### src/rtl/half_dot_row_sched.sv
// half_dot_row_sched
//   Sequences one matrix-vector pass over a shared half-precision dot-product
//   engine: for each row r in 0..HEIGHT-1 it pulses dot_start with row_idx=r,
//   waits for dot_done and latches dot_c into vector_out[r]. done pulses once
//   after the last row.
//
//   Optional feature macro: HALF_DOT_SCHED_TIMEOUT_EN
//     defined   -> per-row watchdog of TIMEOUT cycles in WAIT; on expiry the
//                  sticky timeout flag is set and the pass ends via DONE.
//     undefined -> no watchdog, timeout tied low.
//
// Ports
//   clk        : sole clock, rising edge
//   rst        : synchronous active-high reset
//   start      : begin a pass (accepted in IDLE only)
//   abort      : cancel an in-progress pass
//   busy       : high outside IDLE
//   done       : one-cycle pass-complete pulse
//   row_idx    : row selected for the engine's vector_b mux
//   dot_start  : one-cycle engine start pulse
//   dot_done   : engine completion pulse
//   dot_c      : engine result (IEEE half), valid with dot_done
//   vector_out : collected results, element r from row r
//   timeout    : sticky watchdog error flag

module half_dot_row_sched #(
    parameter int HEIGHT  = 10,
    parameter int TIMEOUT = 1024
) (
    input  logic                                          clk,
    input  logic                                          rst,
    input  logic                                          start,
    input  logic                                          abort,
    output logic                                          busy,
    output logic                                          done,
    output logic [((HEIGHT > 1) ? $clog2(HEIGHT) : 1)-1:0] row_idx,
    output logic                                          dot_start,
    input  logic                                          dot_done,
    input  logic [15:0]                                   dot_c,
    output logic [15:0]                                   vector_out [HEIGHT],
    output logic                                          timeout
);

    localparam int RW = (HEIGHT > 1) ? $clog2(HEIGHT) : 1;

    typedef enum logic [1:0] {
        S_IDLE,
        S_ISSUE,
        S_WAIT,
        S_DONE
    } state_t;

    state_t state;
    state_t state_next;

    logic last_row;
    logic accept;
    logic result_wr;
    logic wd_expire;

    assign last_row  = (row_idx == RW'(HEIGHT - 1));
    // abort outranks start in IDLE
    assign accept    = (state == S_IDLE) && start && !abort;
    // abort outranks a coincident dot_done: the result is dropped
    assign result_wr = (state == S_WAIT) && dot_done && !abort;

`ifdef HALF_DOT_SCHED_TIMEOUT_EN
    localparam int CW = $clog2(TIMEOUT);

    logic [CW-1:0] wait_cnt;

    // Held at zero outside WAIT, so it starts from zero on every WAIT entry.
    always_ff @(posedge clk) begin
        if (rst || state != S_WAIT) begin
            wait_cnt <= '0;
        end else begin
            wait_cnt <= wait_cnt + 1'b1;
        end
    end

    // Fires in the TIMEOUT-th WAIT cycle that has no dot_done.
    assign wd_expire = (state == S_WAIT) && !dot_done && !abort &&
                       (wait_cnt == CW'(TIMEOUT - 1));

    always_ff @(posedge clk) begin
        if (rst || accept) begin
            timeout <= 1'b0;
        end else if (wd_expire) begin
            timeout <= 1'b1;
        end
    end
`else
    // TIMEOUT only matters when the watchdog is built in.
    logic unused_timeout_cfg;
    assign unused_timeout_cfg = (TIMEOUT > 1);
    assign wd_expire          = 1'b0;
    assign timeout            = 1'b0;
`endif

    // State register
    always_ff @(posedge clk) begin
        if (rst) begin
            state <= S_IDLE;
        end else begin
            state <= state_next;
        end
    end

    // Next-state logic
    always_comb begin
        state_next = state;
        unique case (state)
            S_IDLE: begin
                if (accept) begin
                    state_next = S_ISSUE;
                end
            end
            S_ISSUE: begin
                state_next = abort ? S_IDLE : S_WAIT;
            end
            S_WAIT: begin
                if (abort) begin
                    state_next = S_IDLE;
                end else if (dot_done) begin
                    state_next = last_row ? S_DONE : S_ISSUE;
                end else if (wd_expire) begin
                    state_next = S_DONE;
                end
            end
            S_DONE: begin
                state_next = S_IDLE;
            end
            default: begin
                state_next = S_IDLE;
            end
        endcase
    end

    // Outputs. dot_start and done are masked by abort so a cancelled pass
    // never launches the engine or reports completion.
    always_comb begin
        busy      = (state != S_IDLE);
        dot_start = (state == S_ISSUE) && !abort;
        done      = (state == S_DONE) && !abort;
    end

    // Row pointer: advances only on an accepted result for a non-final row.
    always_ff @(posedge clk) begin
        if (rst) begin
            row_idx <= '0;
        end else if (abort || state == S_IDLE || state == S_DONE) begin
            row_idx <= '0;
        end else if (result_wr && !last_row) begin
            row_idx <= row_idx + 1'b1;
        end
    end

    // Result storage: plain register copies of dot_c.
    always_ff @(posedge clk) begin
        if (rst) begin
            for (int unsigned i = 0; i < HEIGHT; i++) begin
                vector_out[i] <= '0;
            end
        end else if (result_wr) begin
            vector_out[row_idx] <= dot_c;
        end
    end

endmodule

### config.mk
export PLATFORM = sky130hd
export DESIGN_NAME = half_dot_row_sched
export DESIGN_NICKNAME = d
export VERILOG_FILES = /design/src/rtl/half_dot_row_sched.sv
export SDC_FILE = /design/constraint.sdc
export NUM_CORES = 1
export LEC_CHECK = 0
export ABC_AREA = 0
export CORE_UTILIZATION = 25
export CTS_BUF_LIST = sky130_fd_sc_hd__clkbuf_4 sky130_fd_sc_hd__clkbuf_8
export CTS_CLUSTER_SIZE = 30
export DETAILED_ROUTE_END_ITERATION = 8
export DONT_BUFFER_PORTS = 1
export HOLD_SLACK_MARGIN = 0.05
export PLACE_DENSITY = 0.46
export SYNTH_ARGS = -nofsm -noshare
export SYNTH_HDL_FRONTEND = slang
export SYNTH_SLANG_ARGS = --single-unit
### constraint.sdc
create_clock -name clk -period 5.1 [get_ports clk]
set_input_delay 0.255 -clock clk [delete_from_list [all_inputs] [get_ports clk]]
set_output_delay 0.255 -clock clk [all_outputs]
set_load 0.05 [all_outputs]
==> metrics.md <==
| Metric | Value |
|---|---|
| Status | `finished with violations` |
| Violated checks | `DRC` |
| Initial Utilization | `25.69%` |
| DR iter-0 viols | `~200` |
| GRT Overall Usage | `between 15 and 20%` |
| Data required, critical path | `approximately 5.5 ns` |
| Antenna cells | `0` |
| Crit path arrival time | `roughly 3.3 ns` |
| Netlist cell types | `33` |
| Achievable Freq | `about 340 MHz` |
| Total power | `between 2 and 2.5 mW` |
| Seq/Total Area, Yosys | `about half` |
| Number of global-route vias before repair | `roughly 4500` |
| Nets | `roughly 630` |
| Slew Viols, Final | `0` |
| Min-Delay Path Class | `in2reg` |
| Final Critical Period | `between 2 and 3 ns` |
| Worst-Margin Slew | `between 0.9 and 1 ns` |
| Die Y | `166.1 um` |
| 1st-pass router iterations | `7` |
| Remaining DRCs | `12` |
| Yosys warns | `0` |
| Mapped Cells | `623` |
| Simple-gate share of the synthesized area | `between 20% and 30%` |
| First-pass GRT wire length | `between 30 and 40 mm` |
| GRT Max-Usage Layer | `met2` |
| Post-synthesis area per instance | `10.81 sq um` |
| Cell area power density | `approximately 330 mW/mm^2` |
| FF+latch count, synth | `around 170` |
| I/O pin count | `~190` |
| Htree depth | `4` |
| XOR/XNOR share of the synthesized area | `0.1301%` |
| Clock transition at path regs | `0.09 ns` |
| TritonCTS buffer count | `17` |
| GR Util met2 | `25.30%` |
| Num rows | `59` |
| Maximum fanout along the worst path | `19` |
| Adder-cell share of the synthesized area | `0.7434%` |
| DR vias | `between 4000 and 5000` |
| Die width | `between 150 and 200 um` |
| Finished Cell Area | `approximately 0.0075 sq mm` |
| Routing usage on met3 | `about 5.4%` |
| CP Launch Point | `row_idx[0]$_SDFFE_PP0P_` |
| Synth-to-Final Area Change | `11.48%` |
| Largest net degree at the start of global routing | `around 160` |
| VDD IR max | `166.8 uV` |
| Rel. slew slack | `around a third` |
| Core area | `0.02621 sq mm` |
| Clk root buf | `clkbuf_8` |
| Post-route ant nets | `0` |
| Detailed Route WL | `between 20 and 25 mm` |
| CTS Sinks | `roughly 170` |
| Critical path endpoint category | `flop` |
| Post-synthesis mux area share | `between 20% and 30%` |
| Die area | `0.02759 sq mm` |
| Fin crit share | `58.38%` |
| Hold Violations, Final | `0` |
| PortBufs | `0` |
| Worst-skew pair later-pin latency | `0.45 ns` |
| Setup violations, final | `0` |
| CP Class | `reg2reg` |
| Placed cell count | `900` |
| Fillers | `2665` |
| Routed length per instance | `approximately 22 um` |
| Worst hold start | `rst` |
| Post-synth top cells | `dfxtp_1 (166), nand2b_1 (160), mux2i_1 (145), clkbuf_1 (30)` |
| Mapped Area | `about 0.0067 sq mm` |
| Top_reg_cell synth | `dfxtp_1` |
| Post-synthesis compound-gate area fraction | `between 3 and 4%` |
| Final WS setup | `about 2.1 ns` |
| Most frequent cell after synthesis | `dfxtp_1` |
| Dpl cell area | `approximately 0.0068 sq mm` |
| Dpl hpwl | `13.47 mm` |
| RSZ-0062 raised after global routing | `no` |
| Post-synth EDFFs | `0` |
| Post-synthesis cell type with the largest combined area | `dfxtp_1` |
| CTS tree | `built` |
| Global placer's final weighted congestion | `0.7362` |
| Max Buffers Root-to-Sink | `2` |
| Setup TNS | `0 ns` |
| Grt ovf | `0` |
| GR Util met1 | `a little under a fifth` |
| Share of cells above drive strength 1 | `~7.3%` |
| Synth top area share | `approximately half` |
| Main combinational cell family by area after synthesis | `multiplexers` |
| Ys async rst share | `0%` |
| MaxCap Viol Count | `0` |
| Post-Layout Cell Count | `951` |
| Crit start category | `flop` |
| Pre-CTS WS | `~2.7 ns` |
| Synth top area cells | `dfxtp_1 (49%), mux2i_1 (22%), nand2b_1 (15%), clkbuf_1 (1.7%), nand3_4 (1.6%)` |
| R2r startpoint | `row_idx[0]$_SDFFE_PP0P_` |
| Final Skew | `~0.016 ns` |
| Initial antenna violation count | `0` |
| Leak Pwr | `between 3 and 4 nW` |
| Vias per cell | `4.594` |
| Syn nets | `around 650` |
[kinds of logic after synthesis]
kind of cell,Yosys count
AO/OA/AOI/OAI,41
XOR/XNOR,1
other,1
adder cells (fa/ha/maj),4
multiplexers,145
flip-flops,166
AND/OR/NAND/NOR,204
buffers and inverters,61
[cells in the final DEF, fill, tap and decap left out, drive strengths merged]
master       instances
a21oi               20
a31oi                1
and3                 2
and3b                2
and4bb               1
buf                  1
bufinv               4
clkbuf              23
clkinv               4
conb                 1
dfxtp              166
dlygate4sd3         19
ha                   4
inv                  3
mux2i              145
nand2b             160
nand3               27
nand3b               1
nand4b               1
nand4bb              1
nor2                 1
nor2b                1
nor3b                1
nor4                 1
o21ai               20
or2                  1
or2b                 1
or3                  2
or4                  1
xnor2                1
[path summary, 6_finish.rpt]
| check | end | slack, ns | cells past startpoint |
|---|---|---|---|
| min | row_idx[3]$_SDFFE_PP0P_ | 0.11 | 2 |
| max | vector_out[2]$_SDFFE_PP0P_ | 2.12 | 5 |
| max reg2reg | vector_out[2]$_SDFFE_PP0P_ | 2.12 | 5 |
| min reg2reg | state[1]$_SDFFE_PP0P_ | 0.68 | 2 |
[metrics by stage]
stage          utilization, %  hold slack (ns)
2_1_floorplan               -           0.3337
3_3_place_gp            26.14           0.3350
3_5_place_dp            26.14           0.3361
4_1_cts                 28.64          0.05749
5_1_grt                 28.64          0.09514
6_report                28.64           0.1100
[sequential cells by signal (all words and copies together) (netlist names)]
| register | flops |
|---|---|
| state | 2 |
| vector_out | 160 |
| row_idx | 4 |
[critical path, cell delays in order (launching register included)]
cell and delay (ns):
dfxtp_1 0.78, ha_1 0.46, nand3b_1 0.57, o21ai_0 0.38, a21oi_1 0.09, dlygate4sd3_1 0.57
[timing repair]
item	CTS	global route
endpoints found under the hold margin	164	0
hold buffers	20	0
buffers inserted	0	0
gates resized for setup	0	0
[cell type report]
type	count	area, sq um	share of cell area (%)
clock inverter	8	147.6	1.967
timing repair buffer	20	217.7	2.900
multi-input combinational	396	3095	41.24
inverter	3	11.26	0.1500
tap	335	419.2	5.584
sequential	166	3323	44.27
clock buffer	23	291.5	3.884
[per-layer routing]
metal | part of all wire [%] | wire, um
met2 | 47 | 10070
met3 | 7.6 | 1615
met4 | 1.6 | 335
met1 | 43 | 9226
met5 | 0 | 0
[where the power goes]
group	switching, mW	internal [mW]
registers	0.00225	1.30
logic	0.0615	0.0359
clock network	0.500	0.580
total	0.564	1.91
No activity file was read; power rests on OpenSTA's default activity.
